$ cat src/rtl/lsu_pkg.sv
// Shared encodings for the byte-serial load/store initiator.
package lsu_pkg;

    localparam logic [1:0] SIZE_BYTE = 2'b00;
    localparam logic [1:0] SIZE_HALF = 2'b01;
    localparam logic [1:0] SIZE_WORD = 2'b10;
    localparam logic [1:0] SIZE_ILL  = 2'b11;

    typedef enum logic [1:0] {
        IDLE   = 2'd0,
        ACCESS = 2'd1,
        DONE   = 2'd2
    } lsu_state_e;

    function automatic logic [2:0] byte_count(input logic [1:0] size);
        logic [2:0] n;
        case (size)
            SIZE_BYTE: n = 3'd1;
            SIZE_HALF: n = 3'd2;
            SIZE_WORD: n = 3'd4;
            default:   n = 3'd0;
        endcase
        return n;
    endfunction

endpackage

$ cat src/rtl/lsu_byte_master_load_extend.sv
// Sign/zero extension of an assembled little-endian load value.
module load_extend
    import lsu_pkg::*;
(
    input  logic [31:0] data,
    input  logic [1:0]  size,
    input  logic        is_unsigned,
    output logic [31:0] ext
);

    logic fill_byte_s;
    logic fill_half_s;

    assign fill_byte_s = ~is_unsigned & data[7];
    assign fill_half_s = ~is_unsigned & data[15];

    // Select the extension width from the access size.
    always_comb begin
        ext = 32'd0;
        case (size)
            SIZE_BYTE: ext = {{24{fill_byte_s}}, data[7:0]};
            SIZE_HALF: ext = {{16{fill_half_s}}, data[15:0]};
            SIZE_WORD: ext = data;
            default:   ext = 32'd0;
        endcase
    end

endmodule

$ cat src/rtl/lsu_byte_master.sv
// Splits byte/half/word core requests into byte transactions and reassembles loads.
module lsu_byte_master
    import lsu_pkg::*;
#(
    parameter int ADDR_W = 32
) (
    input  logic              clk,
    input  logic              rst_n,
    input  logic              req_valid,
    output logic              req_ready,
    input  logic              req_store,
    input  logic [1:0]        req_size,
    input  logic              req_unsigned,
    input  logic [ADDR_W-1:0] req_addr,
    input  logic [31:0]       req_wdata,
    output logic              resp_valid,
    output logic [31:0]       resp_rdata,
    output logic              resp_err,
    output logic              mem_req,
    output logic              mem_we,
    output logic [ADDR_W-1:0] mem_addr,
    output logic [7:0]        mem_wdata,
    input  logic              mem_ack,
    input  logic [7:0]        mem_rdata
);

    lsu_state_e        state_r;
    logic              store_r;
    logic [1:0]        size_r;
    logic              unsigned_r;
    logic [31:0]       wdata_r;
    logic [2:0]        idx_r;
    logic [2:0]        last_idx_r;
    logic [31:0]       asm_r;
    logic [31:0]       asm_next_s;
    logic [31:0]       ext_s;
    logic [2:0]        req_last_s;

    logic              req_ready_r;
    logic              resp_valid_r;
    logic [31:0]       resp_rdata_r;
    logic              resp_err_r;
    logic              mem_req_r;
    logic              mem_we_r;
    logic [ADDR_W-1:0] mem_addr_r;
    logic [7:0]        mem_wdata_r;

    assign req_last_s = byte_count(req_size) - 3'd1;

    // Drop the incoming read byte into its lane of the assembly word.
    always_comb begin
        asm_next_s = asm_r;
        case (idx_r)
            3'd0:    asm_next_s[7:0]   = mem_rdata;
            3'd1:    asm_next_s[15:8]  = mem_rdata;
            3'd2:    asm_next_s[23:16] = mem_rdata;
            3'd3:    asm_next_s[31:24] = mem_rdata;
            default: asm_next_s = asm_r;
        endcase
    end

    // Extension sees the word including the final byte so the response can be registered.
    load_extend u_load_extend (
        .data        (asm_next_s),
        .size        (size_r),
        .is_unsigned (unsigned_r),
        .ext         (ext_s)
    );

    // Request sequencing; every output is a register updated with the state.
    always_ff @(posedge clk or negedge rst_n) begin
        if (!rst_n) begin
            state_r      <= IDLE;
            store_r      <= 1'b0;
            size_r       <= SIZE_BYTE;
            unsigned_r   <= 1'b0;
            wdata_r      <= 32'd0;
            idx_r        <= 3'd0;
            last_idx_r   <= 3'd0;
            asm_r        <= 32'd0;
            req_ready_r  <= 1'b1;
            resp_valid_r <= 1'b0;
            resp_rdata_r <= 32'd0;
            resp_err_r   <= 1'b0;
            mem_req_r    <= 1'b0;
            mem_we_r     <= 1'b0;
            mem_addr_r   <= {ADDR_W{1'b0}};
            mem_wdata_r  <= 8'd0;
        end else begin
            case (state_r)
                IDLE: begin
                    if (req_valid) begin
                        store_r     <= req_store;
                        size_r      <= req_size;
                        unsigned_r  <= req_unsigned;
                        req_ready_r <= 1'b0;
                        if (req_size == SIZE_ILL) begin
                            state_r      <= DONE;
                            resp_valid_r <= 1'b1;
                            resp_err_r   <= 1'b1;
                            resp_rdata_r <= 32'd0;
                        end else begin
                            state_r     <= ACCESS;
                            idx_r       <= 3'd0;
                            last_idx_r  <= req_last_s;
                            asm_r       <= 32'd0;
                            wdata_r     <= {8'd0, req_wdata[31:8]};
                            mem_req_r   <= 1'b1;
                            mem_we_r    <= req_store;
                            mem_addr_r  <= req_addr;
                            mem_wdata_r <= req_wdata[7:0];
                        end
                    end else begin
                        req_ready_r <= 1'b1;
                    end
                end
                ACCESS: begin
                    if (mem_ack) begin
                        asm_r <= asm_next_s;
                        if (idx_r == last_idx_r) begin
                            state_r      <= DONE;
                            mem_req_r    <= 1'b0;
                            mem_we_r     <= 1'b0;
                            resp_valid_r <= 1'b1;
                            resp_err_r   <= 1'b0;
                            resp_rdata_r <= store_r ? 32'd0 : ext_s;
                        end else begin
                            idx_r       <= idx_r + 3'd1;
                            mem_addr_r  <= mem_addr_r + ADDR_W'(1);
                            mem_wdata_r <= wdata_r[7:0];
                            wdata_r     <= {8'd0, wdata_r[31:8]};
                        end
                    end else begin
                        mem_req_r <= 1'b1;
                    end
                end
                DONE: begin
                    state_r      <= IDLE;
                    req_ready_r  <= 1'b1;
                    resp_valid_r <= 1'b0;
                    resp_rdata_r <= 32'd0;
                    resp_err_r   <= 1'b0;
                end
                default: begin
                    state_r      <= IDLE;
                    req_ready_r  <= 1'b1;
                    resp_valid_r <= 1'b0;
                    resp_rdata_r <= 32'd0;
                    resp_err_r   <= 1'b0;
                    mem_req_r    <= 1'b0;
                    mem_we_r     <= 1'b0;
                end
            endcase
        end
    end

    assign req_ready  = req_ready_r;
    assign resp_valid = resp_valid_r;
    assign resp_rdata = resp_rdata_r;
    assign resp_err   = resp_err_r;
    assign mem_req    = mem_req_r;
    assign mem_we     = mem_we_r;
    assign mem_addr   = mem_addr_r;
    assign mem_wdata  = mem_wdata_r;

endmodule

$ cat config.mk
export PLATFORM = sky130hd
export DESIGN_NAME = lsu_byte_master
export DESIGN_NICKNAME = d
export VERILOG_FILES = /design/src/rtl/lsu_pkg.sv /design/src/rtl/lsu_byte_master_load_extend.sv /design/src/rtl/lsu_byte_master.sv
export SDC_FILE = /design/constraint.sdc
export NUM_CORES = 1
export LEC_CHECK = 0
export ABC_AREA = 1
export CAP_MARGIN = 5
export CORE_MARGIN = 4
export CORE_UTILIZATION = 58
export CTS_BUF_LIST = sky130_fd_sc_hd__clkbuf_8
export CTS_CLUSTER_SIZE = 10
export DETAILED_ROUTE_END_ITERATION = 16
export PLACE_DENSITY = 0.88
export SLEW_MARGIN = 25
export SYNTH_ARGS = -nofsm -noshare
export SYNTH_HDL_FRONTEND = slang
export SYNTH_SLANG_ARGS = --single-unit
$ cat constraint.sdc
create_clock -name clk -period 3.3 [get_ports clk]
set_clock_uncertainty 0.15 [all_clocks]
set_input_delay 0.33 -clock clk [delete_from_list [all_inputs] [get_ports clk]]
set_output_delay 0.33 -clock clk [all_outputs]
set_load 0.01 [all_outputs]
==> results by stage, run 1 <==
Outcome:
- The run finished with clean final reports.

Pwr:
- The analysis attributes to cell leakage a power of 0.00477 uW.
- For this design the ratio of total power to cell area is 954 mW/mm^2.
- Of the total power, registers draw approximately a third.
- Of the total power, combinational logic draws roughly half.
- Of the total power, the clock network draws between 15 and 20%.
- The maximum vdd drop is a little under 0.7 mV.
- In this run switching power makes up between 40% and 50% of total power.
- Summed over all nets, the switching power comes to around 4200 uW.
- The internal portion of the total power is between 5000 and 6000 uW.

Synth:
- The distinct cell type count of the synthesized netlist is 30.
- The average instance in the mapped netlist occupies around 7.0 sq um.
- After synthesis, the cell types taking the most area are sky130_fd_sc_hd__dfrtp_1 46%, sky130_fd_sc_hd__nand2_1 19%, sky130_fd_sc_hd__o21ai_0 7.5%.
- Counting every net in the synthesized netlist gives 1214.
- The cell type contributing the most total cell area after synthesis is sky130_fd_sc_hd__dfrtp_1.
- The netlist area before placement is approximately 0.0079 sq mm.
- The share of the synthesized area in the top cell type is a little under half.
- The number of warnings issued by yosys is 0.
- The synthesized design contains about 150 register bits.
- The synthesized instance count is between 1000 and 1500.
- Summing the sequential cell areas from Yosys gives about 46% of the chip area.

Detailed routing:
- Dividing the detail-routed wire length by the instance count gives 14.3 microns.
- The final route contains around 8000 vias.
- Using the TritonRoute via totals, the vias-per-cell ratio works out to between 5 and 6.
- The final wirelength is approximately 21 mm.
- For this block, the initial DRC count from the detailed router was 934.
- The first-pass iteration count of the detailed router is 5.
- The detail route stage leaves a number of antenna-violating nets equal to 0.
- The remaining design rule violation count is 0.

Floorplan:
- Row generation in the floorplan step produced 42 rows.
- The total area inside the core boundary comes to between 0.01 and 0.015 sq mm.
- Measured along the x axis, the die boundary spans 124 microns.
- The total I/O pin count is between 150 and 200.
- For this configuration, the core starts out at a cell density of between 50% and 60%.
- The die is roughly 120 microns tall.
- The overall die area is 0.0155 sq mm.

Global route:
- The first global-routing pass estimated 34.3 mm of wire.
- In the global route stage, met1 resource usage came out at 36.5%.
- Summed over all layers, the global routing overflow is 0.
- The total track usage is a little over a quarter.
- Global routing consumed, on the met2 layer, a little over two fifths of the routing resources.
- The via count of the first global-routing pass is 7244.
- The maximum number of pins on one net before global-route repair is 95.
- Global routing consumed, on the met3 layer, under 10% of the routing resources.
- In this run the most used layer during global routing was met2.
- The number of antenna violations at the first check in global routing came to 0.

Setup path:
- The critical setup path kind is reg -> reg.
- For the worst setup path, the data arrival time is 2.61 ns.
- STA classifies the critical path endpoint as a flip-flop.
- Along the worst path, the maximum fanout reaches 26.
- STA classifies the critical path startpoint as a flip-flop.
- Data on the critical path is required at its endpoint by approximately 3.5 ns.

Timing:
- The number of endpoints with negative hold slack in the final report came to 0.
- The headroom to the max-slew limit is approximately 50%.
- The final count of pins violating max slew came to 0.
- At the pin with the least slew margin, the transition time is 0.749 ns.
- Setup repair after global routing left no endpoint under its margin.
- Derived from the worst setup path, the maximum achievable clock frequency is 0.412 GHz.
- On the final layout, the worst hold slack is 0.243 ns.
- Setup violations remaining at the end of the flow were counted as 0.
- The final period demand of the worst path is ~2.4 ns.
- The sum of negative setup slack is 0 ns.
- The ratio of final minimum period to clock period is approximately three quarters.

Clock network:
- After clock tree synthesis, the flow added hold-fix buffers numbering 1.
- The insertion delay to the later sink of the worst-skew pair is about 0.45 ns.
- The total number of clock tree sinks is around 150.
- The CTS tree is built.
- The clock-pin slew of the registers on the worst-case setup and hold paths is 0.08 ns.
- The largest buffer count on any clock path is 2.
- In this run the clock root is driven by a sky130_fd_sc_hd__clkbuf_8.
- Once the clock tree was built, the resizer swapped 0 gates to a different size.
- The maximum level of the CTS H-tree is 4.
- The number of CTS-inserted buffers is 17.
- The number of buffers added for setup after CTS is 0.

Final layout:
- The final layout contains roughly 1400 nets.
- The number of antenna diodes in the final layout is 0.
- From synthesis to final layout, the design area changed by 27.0%.
- The post-route netlist has ~4.8% of its cells at a drive strength greater than 1.

Placed design:
- The wire-length estimate of the detail-placed layout is between 10 and 15 mm.
- The routability-driven placement congestion ratio is 0.986.
- The number of buffer cells added on primary ports is between 150 and 200.

Job:
- The number of max-cap violations is 0.

Worst hold path:
- The kind of path behind the tightest hold check is in -> async.
critical path, cell delays in order (launching register included):
cell,delay (ns)
sky130_fd_sc_hd__dfrtp_1,0.47
sky130_fd_sc_hd__nor2_1,0.24
sky130_fd_sc_hd__inv_2,0.09
sky130_fd_sc_hd__nor2_1,0.23
sky130_fd_sc_hd__nor2_1,0.09
sky130_fd_sc_hd__nand2_1,0.10
sky130_fd_sc_hd__clkinv_1,0.55
sky130_fd_sc_hd__nand3_1,0.30
sky130_fd_sc_hd__nand2_1,0.08
metal layers:
layer	up-vias	wire [microns]	share of wire, %
met1	3596	9120	44
met4	0	549	2.6
met2	345	9520	46
met3	58	1640	7.9
met5	-	0	0
li1	3837	-	-
sequential cells by signal (all words and copies together) (netlist names):
name,flops
mem_we,1
resp_valid,1
state_r,2
asm_r,32
mem_addr,32
req_ready,1
unsigned_r,1
idx_r,3
resp_err,1
mem_wdata,8
wdata_r,24
mem_req,1
store_r,1
last_idx_r,3
size_r,2
resp_rdata,32
cell type report:
class                           instances  area (sq um)
Clock inverter                         11           163
Fill cell                            1042          3250
Clock buffer                           20           275
Inverter                              104           390
Multi-Input combinational cell        830          3650
Sequential cell                       145          3630
Timing Repair Buffer                  167          1660
Tap cell                              176           220
synthesized netlist by cell type, drive strengths merged:
library cell / instances
nand2: 402
a31oi: 1
o21ai: 133
nor3: 1
nor2: 137
ha: 6
dfstp: 1
a21oi: 28
clkinv: 1
mux2: 7
dfrtp: 144
or2: 3
buf: 19
clkbuf: 30
xor2: 4
xnor2: 3
nand4: 12
o21bai: 1
inv: 103
and3: 1
nor3b: 1
nand3: 90
power by group through the flow:
stage | Combinational [uW] | Clock [uW] | Sequential (uW)
finish | 4880 | 1520 | 3130
CTS | 4880 | 1540 | 3120
floorplan | 3030 | 0 | 3190
detailed placement | 4840 | 0 | 3140
global placement | 4680 | 0 | 3130
global route | 5490 | 1610 | 3230
placed cells by master (no fill, tap or decap), drive strengths merged, types with 6 or more instances in the layout:
cell type / n
inv: 105
nand3: 90
nand2: 402
o21ai: 133
nand4: 12
nor2: 137
buf: 11
mux2: 7
ha: 6
dfrtp: 144
clkdlybuf4s50: 155
clkbuf: 20
a21oi: 28
cell families (layout without fill, tap and decap cells):
logic type | count (synthesis) | after routing | synth area share [%]
buf+inv | 153 | 302 | 7.61
xor+xnor | 7 | 7 | 0.779
simple gates | 647 | 647 | 33.1
compound gates | 163 | 163 | 10.5
mux | 7 | 7 | 1.00
flops | 145 | 145 | 46.1
fa+ha+maj | 6 | 6 | 0.954
per-stage QoR:
step           power (uW)  instances  util (%)  area, sq um  setup slack, ns
5_1_grt             10300       1453      75.5         9990            0.648
2_1_floorplan        6220       1128         -         7870             1.44
4_1_cts              9540       1453      75.5         9990            0.904
3_3_place_gp         7810       1421      72.1         9550            0.805
3_5_place_dp         7980       1421      72.1         9550            0.770
6_report             9540       1453      75.5         9990            0.870
final timing paths:
kind,startpoint,end,slack [ns],cells after the start
max,state_r[1],resp_rdata[21],0.87,8
min,rst_n,mem_addr[27],0.24,2
max reg2reg,state_r[1],resp_rdata[21],0.87,8
min reg2reg,resp_rdata[11],resp_rdata[11],0.33,2
max in group asynchronous,rst_n,asm_r[19],1.89,3
min in group clk,req_wdata[24],wdata_r[16],0.29,3
Power figures use the tool's default switching activity.
==> run 2: changes to the inputs <==
- CORE_UTILIZATION: 58 -> 54
- PLACE_DENSITY: 0.88 -> 0.83
- clock period: 3.3 -> 2.45 ns (I/O delays scaled with it)
==> run 2 against run 1 <==
  * Worst hold slack got worse by 0.096 ns
  * Highest routed layer unchanged
  * Critical path depth increased by 1
  * Sequential power increased by 35%
  * Via count increased by 1.0%
  * Non-clock buffer count increased by 9
  * Setup slack got worse by 0.60 ns
  * Die area increased by 6.9%
  * Combinational power increased by 40%
  * Critical path type unchanged
  * Clock-buffer cell count decreased by 1
  * Total power increased by 37%
  * Largest cell class unchanged
  * Sequential cell count unchanged
  * Maximum frequency increased by 11%
==> results by stage, run 2 (same netlist as run 1, synthesis figures left out) <==
Clock network:
- The maximum level of the CTS H-tree is 4 (unchanged).
- The number of CTS-inserted buffers was 17 (unchanged).
- The number of gates given a new drive strength after cts is 0 (unchanged).
- The clock root buffer was sky130_fd_sc_hd__clkbuf_8 (unchanged).
- The insertion delay to the later sink of the worst-skew pair was 0.46 ns (was 0.45 ns).
- The total number of clock tree sinks came to 145 (unchanged).
- The largest buffer count on any clock path is 2 (unchanged).
- The CTS tree is built (unchanged).
- The clock-pin slew of the registers on the worst-case setup and hold paths is 0.09 ns (was 0.08 ns).

Final layout:
- The number of nets in the layout was 1360 (was 1351).
- The final standard cell utilization of the core was 71.6% (was 75.5%).
- The layout filler cell count was 1175 (was 1042).
- The ratio of cells with drive above 1 in the final layout is 5.67% (was 4.78%).
- The area of the multi-input gates was 0.00365 sq mm (unchanged).
- Commonest non-fill, non-tap cells in the layout: 399 x sky130_fd_sc_hd__nand2_1, 155 x sky130_fd_sc_hd__clkdlybuf4s50_1, 144 x sky130_fd_sc_hd__dfrtp_1 (unchanged).
- The total inserted antenna cells came to 0 (unchanged).
- The area growth from synthesis to final layout is 28.2% (was 27.0%).
- The commonest non-fill, non-tap cell in the layout is sky130_fd_sc_hd__nand2_1 (unchanged).
- The sequential standard cell area is 0.00363 sq mm (unchanged).

Detailed routing:
- The number of DRC violations after detailed-routing iteration 0 is 768 (was 934).
- The final wirelength is 21.8 mm (was 20.8 mm).
- The routed length per placed instance is 14.8 microns (was 14.3 microns).
- The first-pass iteration count of the detailed router is 6 (was 5).
- The total via count in the routed design came to 7916 (was 7836).
- The vias per cell is 5.40 (was 5.39).
- The remaining design rule violation count is 0 (unchanged).
- The remaining antenna violation count came to 0 (unchanged).

Global route:
- The via count of the first global-routing pass came to 7551 (was 7244).
- The met1 track demand over resource in global routing was 37.1% (was 36.5%).
- The met2 demand-to-capacity share in global routing was 42.4% (was 41.8%).
- The total track usage is 27.0% (was 26.7%).
- The most used routing layer is met2 (unchanged).
- The global routing usage on met3 came to 7.18% (was 6.48%).
- The maximum number of pins on one net before global-route repair came to 60 (was 95).
- The number of antenna violations at the first check in global routing is 0 (unchanged).
- The total congestion overflow came to 0 (unchanged).
- The wire length of the first global-routing pass is 36.1 mm (was 34.3 mm).

Floorplan:
- The overall die area is 0.0166 sq mm (was 0.0155 sq mm).
- The area of the core is 0.0141 sq mm (was 0.0132 sq mm).
- The number of rows created at floorplan is 43 (was 42).
- The initial standard-cell utilization of the core is 55.8% (was 59.4%).
- The total I/O pin count is 157 (unchanged).
- The die span in x is 129 microns (was 124 microns).
- The die span in y was 129 microns (was 124 microns).

Placed design:
- The number of buffer cells added on primary ports came to 156 (unchanged).
- The routability-driven placement congestion ratio was 0.970 (was 0.986).
- The HPWL after detailed placement is 15.5 mm (was 14.7 mm).

Setup path:
- The most common cell type on the critical path is sky130_fd_sc_hd__nand2_1 (was sky130_fd_sc_hd__nor2_1).
- The sort of element at the end of the critical path is a flip-flop (unchanged).
- The critical setup path kind is reg -> reg (unchanged).
- The biggest fanout along the worst timing path is 5 (was 26).
- The delay of the slowest critical-path stage is 0.42 ns (was 0.55 ns).
- The required time at the endpoint of the critical path came to 2.70 ns (was 3.48 ns).
- The kind of launch point of the worst setup path is a flip-flop (unchanged).
- The slowest cell on the critical path was sky130_fd_sc_hd__dfrtp_1 (was sky130_fd_sc_hd__clkinv_1).
- The worst endpoint data arrival time is 2.43 ns (was 2.61 ns).
- Ordered cell list for the critical path: ha_1, nand2_1, nor2_1, nand2_1, nor2_1, nand3_1, o21ai_0, nand2_1, inv_1 (was nor2_1, inv_2, nor2_1, nor2_1, nand2_1, clkinv_1, nand3_1, nand2_1).

Timing:
- The headroom to the max-slew limit is 58.7% (was 50.1%).
- The count of final setup violators is 0 (unchanged).
- The ratio of final minimum period to clock period was 89.0% (was 73.6%).
- The transition time of the tightest slew-check pin is 0.619 ns (was 0.749 ns).
- The sum of negative setup slack came to 0 ns (unchanged).
- The final count of pins violating max slew is 0 (unchanged).
- Setup repair after global routing missed its margin: no (unchanged).
- The number of endpoints with negative hold slack in the final report is 0 (unchanged).
- The final period demand of the worst path is 2.18 ns (was 2.43 ns).
- The achievable frequency is 0.459 GHz (was 0.412 GHz).

Pwr:
- The static leakage is 0.00481 uW (was 0.00477 uW).
- The sequential cell fraction of total power came to 32.4% (was 32.8%).
- The share of total power in the clock network is 15.1% (was 16.0%).
- The switching power is 5930 uW (was 4250 uW).
- The maximum vdd drop came to 0.660 mV (was 0.688 mV).
- The combinational cell fraction of total power is 52.5% (was 51.2%).
- The fraction of power spent switching nets is 45.5% (was 44.6%).
- The internal power of the cells is 7110 uW (was 5290 uW).
- The power per cell area was 1290 mW/mm^2 (was 954 mW/mm^2).

Outcome:
- Result of the run: completed (unchanged).

Job:
- The number of max-cap violations is 0 (unchanged).

Worst hold path:
- The kind of path behind the tightest hold check is in -> async (unchanged).
[run 2: cell types whose count changed in the layout (fill, tap and decap cells not counted), moves of 2 or more]
cell and change:
sky130_fd_sc_hd__buf_12 +4, sky130_fd_sc_hd__bufinv_16 -2, sky130_fd_sc_hd__buf_4 +5, sky130_fd_sc_hd__inv_6 +3, sky130_fd_sc_hd__inv_1 -2, sky130_fd_sc_hd__clkinv_4 +2
[run 2: timing repair]
item | in CTS | in global routing
setup endpoints to repair | 0 | 0
buffers inserted | 0 | 0
hold endpoints to repair | 52 | 0
hold buffers | 1 | 0
[run 2: final cells by class]
type                            instances  area share [%]
Clock buffer                           19            2.59
Clock inverter                         13            1.51
Inverter                              104            3.87
Multi-Input combinational cell        830            36.2
Sequential cell                       145            36.0
Tap cell                              180            2.23
Timing Repair Buffer                  176            17.6
[run 2: worst paths after layout]
check / end / depth (start not counted) / startpoint / slack, ns
worst max register to register: mem_addr[18] / 9 / mem_addr[0] / 0.27
min in group clk: unsigned_r / 3 / req_unsigned / 0.18
max in group asynchronous: req_ready / 3 / rst_n / 1.25
worst max-delay path: mem_addr[18] / 9 / mem_addr[0] / 0.27
worst min register to register: resp_rdata[27] / 2 / resp_rdata[27] / 0.33
worst min-delay path: mem_addr[28] / 2 / rst_n / 0.15
[run 2: critical path, delay by kind of cell (launching register included)]
family | cells | cell delay (ns)
adder cells (fa/ha/maj) | 1 | 0.25
AO/OA/AOI/OAI | 1 | 0.20
AND/OR/NAND/NOR | 6 | 1.05
flip-flops | 1 | 0.42
buffers and inverters | 1 | 0.06
[run 2: power groups by stage]
stage	registers (uW)	logic, uW	clock network [uW]
3_5_place_dp	4240	6800	0
3_3_place_gp	4210	6620	0
2_1_floorplan	4300	4080	0
4_1_cts	4200	6850	2000
6_report	4230	6840	1970
5_1_grt	4340	7700	2090
[run 2: routing by layer]
layer	vias to the layer above	share of wire, %
met5	-	0
met4	0	2.1
met3	35	8.2
met2	327	46
met1	3700	43
li1	3854	-
[run 2: per-stage QoR]
step / hold WS [ns] / power [uW] / worst slack, ns / instances / instance area (sq um)
2_1_floorplan: -0.201 / 8380 / 0.594 / 1128 / 7870
3_3_place_gp: 0.0862 / 10800 / 0.373 / 1434 / 9670
5_1_grt: 0.162 / 14100 / 0.0968 / 1467 / 10100
3_5_place_dp: 0.0899 / 11000 / 0.303 / 1434 / 9670
4_1_cts: 0.158 / 13000 / 0.308 / 1467 / 10100
6_report: 0.147 / 13000 / 0.269 / 1467 / 10100
